## src/rtl/vga_timing_gen.sv

```systemverilog
// Parametrised VGA/VESA sync generator: line/frame counters with registered sync,
// visible-area and start-strobe outputs decoded from the counters' next state.
module vga_timing_gen #(
  parameter int unsigned CW       = 12,
  parameter int unsigned H_ACTIVE = 640,
  parameter int unsigned H_FP     = 16,
  // Sync widths carry a _W suffix so they do not collide with the sync output ports.
  parameter int unsigned H_SYNC_W = 96,
  parameter int unsigned H_BP     = 48,
  parameter int unsigned V_ACTIVE = 480,
  parameter int unsigned V_FP     = 10,
  parameter int unsigned V_SYNC_W = 2,
  parameter int unsigned V_BP     = 33,
  parameter bit          H_POL    = 1'b0,
  parameter bit          V_POL    = 1'b0
) (
  input  logic          CLK,
  input  logic          RST,
  input  logic          PIX_CE,
  input  logic          EN,
  output logic          H_SYNC,
  output logic          V_SYNC,
  output logic          RGB_EN,
  output logic [CW-1:0] PIX_X,
  output logic [CW-1:0] PIX_Y,
  output logic          LINE_START,
  output logic          FRAME_START
);

  localparam int unsigned HTotal = H_ACTIVE + H_FP + H_SYNC_W + H_BP;
  localparam int unsigned VTotal = V_ACTIVE + V_FP + V_SYNC_W + V_BP;

  localparam logic [CW-1:0] HLast     = CW'(HTotal - 1);
  localparam logic [CW-1:0] VLast     = CW'(VTotal - 1);
  localparam logic [CW-1:0] HAct      = CW'(H_ACTIVE);
  localparam logic [CW-1:0] VAct      = CW'(V_ACTIVE);
  localparam logic [CW-1:0] HSyncBeg  = CW'(H_ACTIVE + H_FP);
  localparam logic [CW-1:0] HSyncEnd  = CW'(H_ACTIVE + H_FP + H_SYNC_W);
  localparam logic [CW-1:0] VSyncBeg  = CW'(V_ACTIVE + V_FP);
  localparam logic [CW-1:0] VSyncEnd  = CW'(V_ACTIVE + V_FP + V_SYNC_W);

  typedef enum logic [0:0] {StIdle, StRun} state_e;

  state_e        state_q, state_d;
  logic [CW-1:0] x_q, x_d;
  logic [CW-1:0] y_q, y_d;
  logic          h_sync_q, h_sync_d;
  logic          v_sync_q, v_sync_d;
  logic          rgb_en_q, rgb_en_d;
  logic          line_start_q, line_start_d;
  logic          frame_start_q, frame_start_d;

  always_comb begin
    state_d       = state_q;
    x_d           = x_q;
    y_d           = y_q;
    h_sync_d      = h_sync_q;
    v_sync_d      = v_sync_q;
    rgb_en_d      = rgb_en_q;
    line_start_d  = 1'b0;
    frame_start_d = 1'b0;

    if (!EN) begin
      state_d  = StIdle;
      x_d      = '0;
      y_d      = '0;
      h_sync_d = ~H_POL;
      v_sync_d = ~V_POL;
      rgb_en_d = 1'b0;
    end else if (PIX_CE) begin
      // The first CE edge after idle only loads the (0,0) decode.
      if (state_q == StRun) begin
        if (x_q == HLast) begin
          x_d = '0;
          y_d = (y_q == VLast) ? '0 : y_q + 1'b1;
        end else begin
          x_d = x_q + 1'b1;
        end
      end else begin
        x_d = '0;
        y_d = '0;
      end
      state_d       = StRun;
      h_sync_d      = ((x_d >= HSyncBeg) && (x_d < HSyncEnd)) ? H_POL : ~H_POL;
      v_sync_d      = ((y_d >= VSyncBeg) && (y_d < VSyncEnd)) ? V_POL : ~V_POL;
      rgb_en_d      = (x_d < HAct) && (y_d < VAct);
      line_start_d  = (x_d == '0);
      frame_start_d = (x_d == '0) && (y_d == '0);
    end
  end

  always_ff @(posedge CLK or posedge RST) begin
    if (RST) begin
      state_q       <= StIdle;
      x_q           <= '0;
      y_q           <= '0;
      h_sync_q      <= ~H_POL;
      v_sync_q      <= ~V_POL;
      rgb_en_q      <= 1'b0;
      line_start_q  <= 1'b0;
      frame_start_q <= 1'b0;
    end else begin
      state_q       <= state_d;
      x_q           <= x_d;
      y_q           <= y_d;
      h_sync_q      <= h_sync_d;
      v_sync_q      <= v_sync_d;
      rgb_en_q      <= rgb_en_d;
      line_start_q  <= line_start_d;
      frame_start_q <= frame_start_d;
    end
  end

  assign H_SYNC      = h_sync_q;
  assign V_SYNC      = v_sync_q;
  assign RGB_EN      = rgb_en_q;
  assign PIX_X       = x_q;
  assign PIX_Y       = y_q;
  assign LINE_START  = line_start_q;
  assign FRAME_START = frame_start_q;

endmodule

```

## config.mk

```make
export PLATFORM = sky130hd
export DESIGN_NAME = vga_timing_gen
export DESIGN_NICKNAME = d
export VERILOG_FILES = /design/src/rtl/vga_timing_gen.sv
export SDC_FILE = /design/constraint.sdc
export NUM_CORES = 1
export LEC_CHECK = 0
export BUFFER_PORTS_ARGS = -buffer_cell sky130_fd_sc_hd__clkbuf_2
export CORE_MARGIN = 3
export CORE_UTILIZATION = 60
export DETAILED_ROUTE_END_ITERATION = 10
export HOLD_SLACK_MARGIN = 0.1
export PLACE_DENSITY = 0.83
export SLEW_MARGIN = 20
export SYNTH_ARGS = -nofsm -noshare
export SYNTH_HDL_FRONTEND = slang
export SYNTH_SLANG_ARGS = --single-unit
```

## constraint.sdc

```tcl
create_clock -name CLK -period 5.5 [get_ports CLK]
set_input_delay 1.65 -clock CLK [delete_from_list [all_inputs] [get_ports CLK]]
set_output_delay 1.65 -clock CLK [all_outputs]
set_load 0.05 [all_outputs]
```

==> flow_summary.toml, run 1 <==
[setup_path]
timing.critical_path.required_ps = 5680
criticalPathCategory = "register to register"
crit_arrival_ps = 3330
crit_fanout = 9
crit_family = "simple AND/OR/NAND/NOR gates"
worst_case_reg_to_reg_path_depth = 8
path_cells = "ha_1 > and4_1 > nand3_4 > nor3_4 > and3_1 > a22oi_1 > or4_4 > a2111oi_4"
path_depth = 8
worst_setup_path_start_kind = "register"
cpPeakStageDelay_ps = 570
cp.buffers_inverters = 0
worst_path_max_delay_cell = "sky130_fd_sc_hd__or4_4"
crit_end_element = "register"

[die]
io_pins = 33
fp.coreArea_um2 = 3490
dieWidth_um = 67.4
floorplan.rows = 21
die-height_um = 67.4
initial_util_pct = 64.7
dieArea_um2 = 4540

[clock_tree]
clkSinkCount = 30
cell_at_the_root_of_the_clock_tree = "sky130_fd_sc_hd__clkbuf_8"
cts_resized = 0
cts_setup_buffers = 0
ctsLongestPathBuffers = 2
clk_transition_reported_paths_ps = 70
cts_tree = "built"
cts-buffers-inserted = 5
clkLatencyLatePin_ps = 280
h-tree-depth = 2
hold_buffers = 0

[global_route]
globalRouteTotalUtil_pct = 26.9
largest_net_degree_at_the_start_of_global_routing = 31
use_met1_pct = 39.4
antenna_found_initial = 0
globalRoute.totalOverflow = 0
wire_length_of_the_first_global_routing_pass_mm = 9.23
grt_util_met3_pct = 5.99
top_usage_layer = "met1"
grt.met2_usage_pct = 39.0
via_count_of_the_first_global_routing_pass = 1892

[logic_synthesis]
ys_async_sr_fraction_pct = 100
number_of_synthesized_flops_with_an_enable_pin = 0
avgSynthCellArea_um2 = 8.29
synthesis.area_um2 = 2260
mappedNetlistNets = 280
yosysSeqAreaShare_pct = 33.3
ys.warnings.count = 0
synth_largest_area_cell = "sky130_fd_sc_hd__dfrtp_1"
yosys_most_used_dff = "sky130_fd_sc_hd__dfrtp_1"
yosys.area.top_type_share_pct = 31.0
synth.top_cells.by_area = "sky130_fd_sc_hd__dfrtp_1, sky130_fd_sc_hd__o21ai_0, sky130_fd_sc_hd__nand2_1"
synthDistinctLibCells = 56
yosys_register_bits = 30
syn-instance-count = 273

[cells_and_area]
insertedDiodeCount = 0
finish.utilization_pct = 71.3
multi_input_comb_area_um2 = 1400
fillers = 287
post_route_cells_drive_above_1_share_pct = 17.8
finish.net_count = 304
seq_area_um2 = 753
fin_area_um2 = 2490
area_growth_from_synthesis_to_layout_pct = 10.2

[pwr]
power_per_cell_area_nw_per_um2 = 180
ir_worst_vdd_mv = 0.177
cellLeakagePower_nw = 1.00

[timing]
finalSetupViolCount = 0
layout_skew_ps = 7.49
final.setup.tns_ps = 0
unrepaired_setup_endpoints_after_global_routing = "false"
fin_ws_ps = 2360
timing.final.crit_period_ps = 3140
final-max-slew-violation-count = 0
fmax_ghz = 0.318
report.final.hold_viol_count = 0
worst-slew-pin-transition_ps = 605
timing.hold.ws_ps = 519
finalCritPeriodShare_pct = 57.2
maxSlewHeadroom_pct = 59.3

[run]
drv_cap = 0

[drt]
vias = 2220
drt-vias-per-instance = 6.45
routed_wirelength_mm = 5.59
detail-route-antenna-nets = 0
dr.first_iter.drc_count = 264
wl_per_cell_um = 16.2
remaining_drc_errors = 0
drt_pre_antenna_iters = 5

[placement]
routability_driven_placement_congestion_ratio = 0.934
port_buffers = 32
dpl.hpwl_mm = 3.99
post-place-ws_ps = 2270
place_area_um2 = 2400

[worst_hold_path]
whs_path_depth = 1
holdCritPathClass = "register to register"

[status]
run_status = "completed"
[worst paths after layout]
kind                       slack, ps      from          end
setup reg to reg                2360  PIX_X[1]  FRAME_START
setup / recovery                2360  PIX_X[1]  FRAME_START
hold / removal                   520    RGB_EN       RGB_EN
max in group asynchronous       3760       RST       H_SYNC
hold reg to reg                  520    RGB_EN       RGB_EN
min in group asynchronous       1410       RST     PIX_Y[1]
[cells by family (layout without fill, tap and decap cells)]
| group | count (synthesis) | count (layout) | share of synthesized area (%) |
|---|---|---|---|
| flops | 30 | 30 | 33.3 |
| fa+ha+maj | 3 | 3 | 1.66 |
| simple gates | 129 | 129 | 31.8 |
| buf+inv | 22 | 47 | 4.81 |
| mux | 6 | 6 | 2.71 |
| compound gates | 68 | 68 | 19.9 |
| xor+xnor | 15 | 15 | 5.81 |
[where the power goes]
group	internal [mW]	switching (mW)
combinational	0.0104	0.0280
sequential	0.223	0.00270
clock	0.101	0.0846
total	0.334	0.115
[metal layers]
layer | up-vias | wire (um)
met5 | - | 0
met4 | 0 | 65
met3 | 9 | 518
met2 | 112 | 2480
met1 | 1048 | 2520
li1 | 1051 | -
[flip-flops by register name, indices dropped and copies added, names as in the netlist]
signal	cells
PIX_X	12
PIX_Y	12
FRAME_START	1
H_SYNC	1
LINE_START	1
RGB_EN	1
V_SYNC	1
state_q	1
[cells in the final DEF, fill, tap and decap left out, types with 4 or more instances in the layout]
cell and instances:
sky130_fd_sc_hd__mux2i_1 5, sky130_fd_sc_hd__and2_1 8, sky130_fd_sc_hd__dfrtp_1 28, sky130_fd_sc_hd__o31ai_1 4
sky130_fd_sc_hd__nand2_1 36, sky130_fd_sc_hd__nor4_1 4, sky130_fd_sc_hd__clkbuf_8 6, sky130_fd_sc_hd__o21a_1 6
sky130_fd_sc_hd__nand3_1 15, sky130_fd_sc_hd__nor2b_1 9, sky130_fd_sc_hd__nand4_1 9, sky130_fd_sc_hd__a21oi_1 7
sky130_fd_sc_hd__a21boi_0 5, sky130_fd_sc_hd__inv_1 6, sky130_fd_sc_hd__and3_1 5, sky130_fd_sc_hd__clkbuf_2 32
sky130_fd_sc_hd__o21ai_0 28, sky130_fd_sc_hd__xor2_1 5, sky130_fd_sc_hd__xnor2_1 10, sky130_fd_sc_hd__nor2_1 10
sky130_fd_sc_hd__nor3_1 14
[through the flow]
step / std cells / total power [mW]
floorplan: 273 / 0.257
global placement: 336 / 0.267
detailed placement: 336 / 0.268
CTS: 344 / 0.455
global route: 344 / 0.469
finish: 344 / 0.449
[synthesized netlist by cell type (all sizes together) (2+ instances only)]
cell and count:
a21boi 5, a21oi 7, a22o 2, a31oi 3
and2 8, and3 5, buf 7, clkbuf 9
dfrtp 28, dfstp 2, ha 3, inv 6
mux2i 5, nand2 36, nand3 17, nand4 10
nor2 10, nor2b 9, nor3 16, nor4 4
nor4bb 2, o21a 6, o21ai 29, o22a 2
o31ai 4, or3 3, xnor2 10, xor2 5
[worst reg2reg max path, stage by stage, from the launching register on]
cell	delay [ps]
sky130_fd_sc_hd__dfrtp_1	450
sky130_fd_sc_hd__ha_1	340
sky130_fd_sc_hd__and4_1	430
sky130_fd_sc_hd__nand3_4	200
sky130_fd_sc_hd__nor3_4	360
sky130_fd_sc_hd__and3_1	210
sky130_fd_sc_hd__a22oi_1	140
sky130_fd_sc_hd__or4_4	570
sky130_fd_sc_hd__a2111oi_4	350
[area by class of cell]
cell class	count	area share (%)
multi-input combinational	221	56.2
sequential	30	30.2
timing repair buffer	33	6.73
clock buffer	7	3.46
tap	46	2.31
inverter	6	0.904
clock inverter	1	0.201
No activity file was read; power rests on OpenSTA's default activity.
==> run 2: changes to the inputs <==
- CORE_UTILIZATION: 60 -> 57
- PLACE_DENSITY: 0.83 -> 0.8
- clock period: 5.5 -> 2.95 ns (I/O delays scaled with it)
==> run 2 against run 1 <==
Against the previous run: non-clock buffer count is 16 higher; highest routed layer unchanged; flip-flop and latch count stayed put; combinational power rose by 110%; critical path type unchanged; setup slack worse by 2200 ps; critical endpoint unchanged; sequential power grew 86%.
==> flow_summary.toml, run 2 (synthesized netlist as in run 1, its figures left out) <==
[pwr]
power_mw = 0.896
cellLeakagePower_nw = 1.09
ir_worst_vdd_mv = 0.238
power_per_cell_area_nw_per_um2 = 339

[cells_and_area]
fillers = 318
seq_area_um2 = 756
multi_input_comb_area_um2 = 1410
area_growth_from_synthesis_to_layout_pct = 16.8
layout.cells.most_common_list = "sky130_fd_sc_hd__nand2_1, sky130_fd_sc_hd__clkbuf_2, sky130_fd_sc_hd__o21ai_0"
insertedDiodeCount = 0
post_route_cells_drive_above_1_share_pct = 23.2
layout.cells.most_common = "sky130_fd_sc_hd__nand2_1"
finish.net_count = 320
fin_area_um2 = 2640

[drt]
drt_pre_antenna_iters = 5
dr.first_iter.drc_count = 250
remaining_drc_errors = 0
routed_wirelength_mm = 6.00
vias = 2263
detail-route-antenna-nets = 0
wl_per_cell_um = 16.6
drt-vias-per-instance = 6.25

[die]
die-height_um = 69.0
floorplan.rows = 22
initial_util_pct = 60.4
io_pins = 33
fp.coreArea_um2 = 3740
dieWidth_um = 69.0
dieArea_um2 = 4760

[setup_path]
cpPeakStageDelay_ps = 570
crit_family = "simple AND/OR/NAND/NOR gates"
cp.buffers_inverters = 0
path_cells = "ha_1 > and4_1 > and3_1 > nand3_2 > o21ai_1 > a22oi_1 > or4_4 > a2111oi_4"
criticalPathCategory = "register to register"
crit_end_element = "register"
worst_path_max_delay_cell = "sky130_fd_sc_hd__or4_4"
crit_arrival_ps = 2950
worst_setup_path_start_kind = "register"
crit_fanout = 7
timing.critical_path.required_ps = 3140

[timing]
finalSetupViolCount = 0
finalCritPeriodShare_pct = 93.5
maxSlewHeadroom_pct = 58.0
fin_ws_ps = 191
final.setup.tns_ps = 0
fmax_ghz = 0.362
report.final.hold_viol_count = 0
worst-slew-pin-transition_ps = 629
unrepaired_setup_endpoints_after_global_routing = "false"
layout_skew_ps = 7.91
final-max-slew-violation-count = 0
timing.final.crit_period_ps = 2760

[status]
run_status = "completed"

[placement]
dpl.hpwl_mm = 4.28
post-place-ws_ps = 224
routability_driven_placement_congestion_ratio = 0.942
place_area_um2 = 2530
port_buffers = 32

[global_route]
antenna_found_initial = 0
wire_length_of_the_first_global_routing_pass_mm = 9.65
globalRouteTotalUtil_pct = 27.7
largest_net_degree_at_the_start_of_global_routing = 20
via_count_of_the_first_global_routing_pass = 1918
globalRoute.totalOverflow = 0

[clock_tree]
hold_buffers = 0
cts-buffers-inserted = 5
h-tree-depth = 2
clkLatencyLatePin_ps = 290
cell_at_the_root_of_the_clock_tree = "sky130_fd_sc_hd__clkbuf_8"
cts_tree = "built"
clkSinkCount = 30
clk_transition_reported_paths_ps = 70
ctsLongestPathBuffers = 2

[run]
drv_cap = 0

[worst_hold_path]
holdCritPathClass = "register to register"
## run 2: worst paths after layout
kind	endpoint	slack, ps	startpoint	cells past startpoint
max	FRAME_START	190	PIX_X[1]	8
max reg2reg	FRAME_START	190	PIX_X[1]	8
min in group asynchronous	PIX_Y[1]	580	RST	2
max in group asynchronous	V_SYNC	1670	RST	3
min reg2reg	RGB_EN	520	RGB_EN	1
min	RGB_EN	520	RGB_EN	1
## run 2: stage by stage
step / utilization, % / std cells / hold WS, ps
floorplan: - / 273 / 550
global placement: 67.5 / 354 / 514
detailed placement: 67.5 / 354 / 501
CTS: 70.4 / 362 / 521
global route: 70.6 / 362 / 558
finish: 70.6 / 362 / 517
## run 2: what timing repair did
| item | 4_1_cts | 5_1_grt |
|---|---|---|
| gates resized for setup | 0 | 1 |
| buffers inserted | 0 | 0 |
| endpoints found under the setup margin | 0 | 1 |
## run 2: area by class of cell
class / instances / area share (%)
multi-input cells: 221 / 53.2
flip-flops and latches: 30 / 28.6
repair buffers: 49 / 10.9
clock buffers: 8 / 4.17
well taps: 48 / 2.27
inverters: 6 / 0.853
## run 2: power by group
group          leakage [nW]  internal, mW  switching [mW]  total [mW]
combinational         0.629        0.0233          0.0556      0.0788
sequential            0.404         0.416         0.00444       0.420
clock                0.0575         0.235           0.162       0.397
total                  1.09         0.675           0.222       0.896
## run 2: per-layer routing
layer / GRT usage [%] / routed length (um)
met1: 41.9 / 2690
met2: 38.7 / 2640
met3: 5.83 / 563
met4: 8.76 / 108
met5: 0 / 0
==> run 3: changes to the inputs <==
==> constraint.sdc (replaced) <==
create_clock -name CLK -period 2.95 [get_ports CLK]
set_input_delay 0.7375 -clock CLK [delete_from_list [all_inputs] [get_ports CLK]]
set_output_delay 0.7375 -clock CLK [all_outputs]
set_load 0.05 [all_outputs]
==> run 3 against run 2 <==
Against the previous run: clock power decreased by 14%; die area did not move; critical path depth unchanged; sequential power about the same; combinational power is 1% higher; routed wire length hardly changed; worst hold slack lost 19 ps; via count barely moved; total power down 5.9%; largest cell class unchanged.
==> flow_summary.toml, run 3 (synthesized netlist as in run 1, its figures left out) <==
[setup_path]
crit_end_element = "register"
crit_fanout = 7
path_cells = "ha_1 > and4_1 > and3_1 > nand3_2 > o21ai_1 > a22oi_1 > or4_4 > a2111oi_4"
cpPeakStageDelay_ps = 570
worst_case_reg_to_reg_path_depth = 8
critical_path.reg2reg.startpoint = "PIX_X[1]"
worst_setup_path_start_kind = "register"
worst_path_max_delay_cell = "sky130_fd_sc_hd__or4_4"
timing.critical_path.required_ps = 3130
criticalPathCategory = "register to register"
worstReg2RegEnd = "FRAME_START"
reg2reg_setup_slack_ps = 170
crit_arrival_ps = 2960
cp.buffers_inverters = 0
crit_family = "simple AND/OR/NAND/NOR gates"

[die]
io_pins = 33
fp.coreArea_um2 = 3740
dieArea_um2 = 4760
initial_util_pct = 60.4
die-height_um = 69.0
floorplan.rows = 22
dieWidth_um = 69.0

[timing]
timing.final.crit_period_ps = 2780
final-max-slew-violation-count = 0
layout_skew_ps = 8.89
report.final.hold_viol_count = 0
unrepaired_setup_endpoints_after_global_routing = "false"
timing.hold.ws_ps = 497
maxSlewHeadroom_pct = 56.2
final.setup.tns_ps = 0
worst-slew-pin-transition_ps = 655
finalCritPeriodShare_pct = 94.1
finalSetupViolCount = 0
fmax_ghz = 0.360

[placement]
dpl.hpwl_mm = 4.40
post-place-cells = 354
routability_driven_placement_congestion_ratio = 0.946
port_buffers = 32

[cells_and_area]
area_growth_from_synthesis_to_layout_pct = 15.7
layout.cells.most_common = "sky130_fd_sc_hd__nand2_1"
finish.net_count = 320
layout.cells.most_common_list = "sky130_fd_sc_hd__nand2_1, sky130_fd_sc_hd__clkbuf_2, sky130_fd_sc_hd__o21ai_0"
multi_input_comb_area_um2 = 1400
post_route_cells_drive_above_1_share_pct = 22.6
insertedDiodeCount = 0
finalNonFillerCells = 362
seq_area_um2 = 756
fillers = 332

[clock_tree]
clk_transition_reported_paths_ps = 70
h-tree-depth = 2
cts_tree = "built"
cts_resized = 0
clkLatencyLatePin_ps = 280
cell_at_the_root_of_the_clock_tree = "sky130_fd_sc_hd__clkbuf_8"
hold_buffers = 0
clkSinkCount = 30
cts-buffers-inserted = 5
ctsLongestPathBuffers = 2
cts_setup_buffers = 0

[pwr]
ir_worst_vdd_mv = 0.238
power_mw = 0.843
cellLeakagePower_nw = 1.08
power_per_cell_area_nw_per_um2 = 322

[drt]
dr.first_iter.drc_count = 228
routed_wirelength_mm = 6.00
drt_pre_antenna_iters = 5
remaining_drc_errors = 0
detail-route-antenna-nets = 0
drt-vias-per-instance = 6.26
vias = 2265
wl_per_cell_um = 16.6

[global_route]
globalRouteTotalUtil_pct = 27.7
wire_length_of_the_first_global_routing_pass_mm = 9.77
globalRoute.totalOverflow = 0
antenna_found_initial = 0
via_count_of_the_first_global_routing_pass = 1994
largest_net_degree_at_the_start_of_global_routing = 18

[status]
run_status = "completed"

[run]
drv_cap = 0

[worst_hold_path]
holdCritPathClass = "primary input to asynchronous set/reset pin"
[run 3: cell type report]
type	instances	area share, %
clock buffers	7	3.30
clock inverters	1	0.191
inverters	6	0.860
multi-input cells	221	53.5
flip-flops and latches	30	28.9
well taps	48	2.29
repair buffers	49	11.0
[run 3: metrics by stage]
step	worst slack, ps	utilization (%)	cell area, um^2
global placement	310	67.5	2530
finish	174	69.9	2620
CTS	210	69.9	2620
global route	49.6	69.9	2620
floorplan	99.6	-	2260
detailed placement	232	67.5	2530
[run 3: power breakdown]
part | switching (mW) | leakage [nW] | internal, mW
Clock | 0.155 | 0.0482 | 0.188
Sequential | 0.00457 | 0.404 | 0.416
Combinational | 0.0566 | 0.628 | 0.0233
Total | 0.216 | 1.08 | 0.627
[run 3: how the worst max path moves through the flow]
stage / from / to / slack, ps / depth (start not counted)
2_1_floorplan: PIX_X[1] / FRAME_START / 100 / 10
3_3_place_gp: PIX_X[0] / FRAME_START / 310 / 8
3_5_place_dp: PIX_X[1] / FRAME_START / 230 / 8
4_1_cts: PIX_X[1] / FRAME_START / 210 / 8
5_1_grt: PIX_X[1] / FRAME_START / 50 / 8
6_report: PIX_X[1] / FRAME_START / 170 / 8
[run 3: per-layer routing]
layer / up-vias / global-route usage (%) / share of wire, %
met5: - / 0 / 0
met4: 0 / 6.33 / 1.1
met3: 12 / 5.83 / 8.3
met2: 115 / 41.5 / 43
met1: 1057 / 40.7 / 47
li1: 1081 / - / -
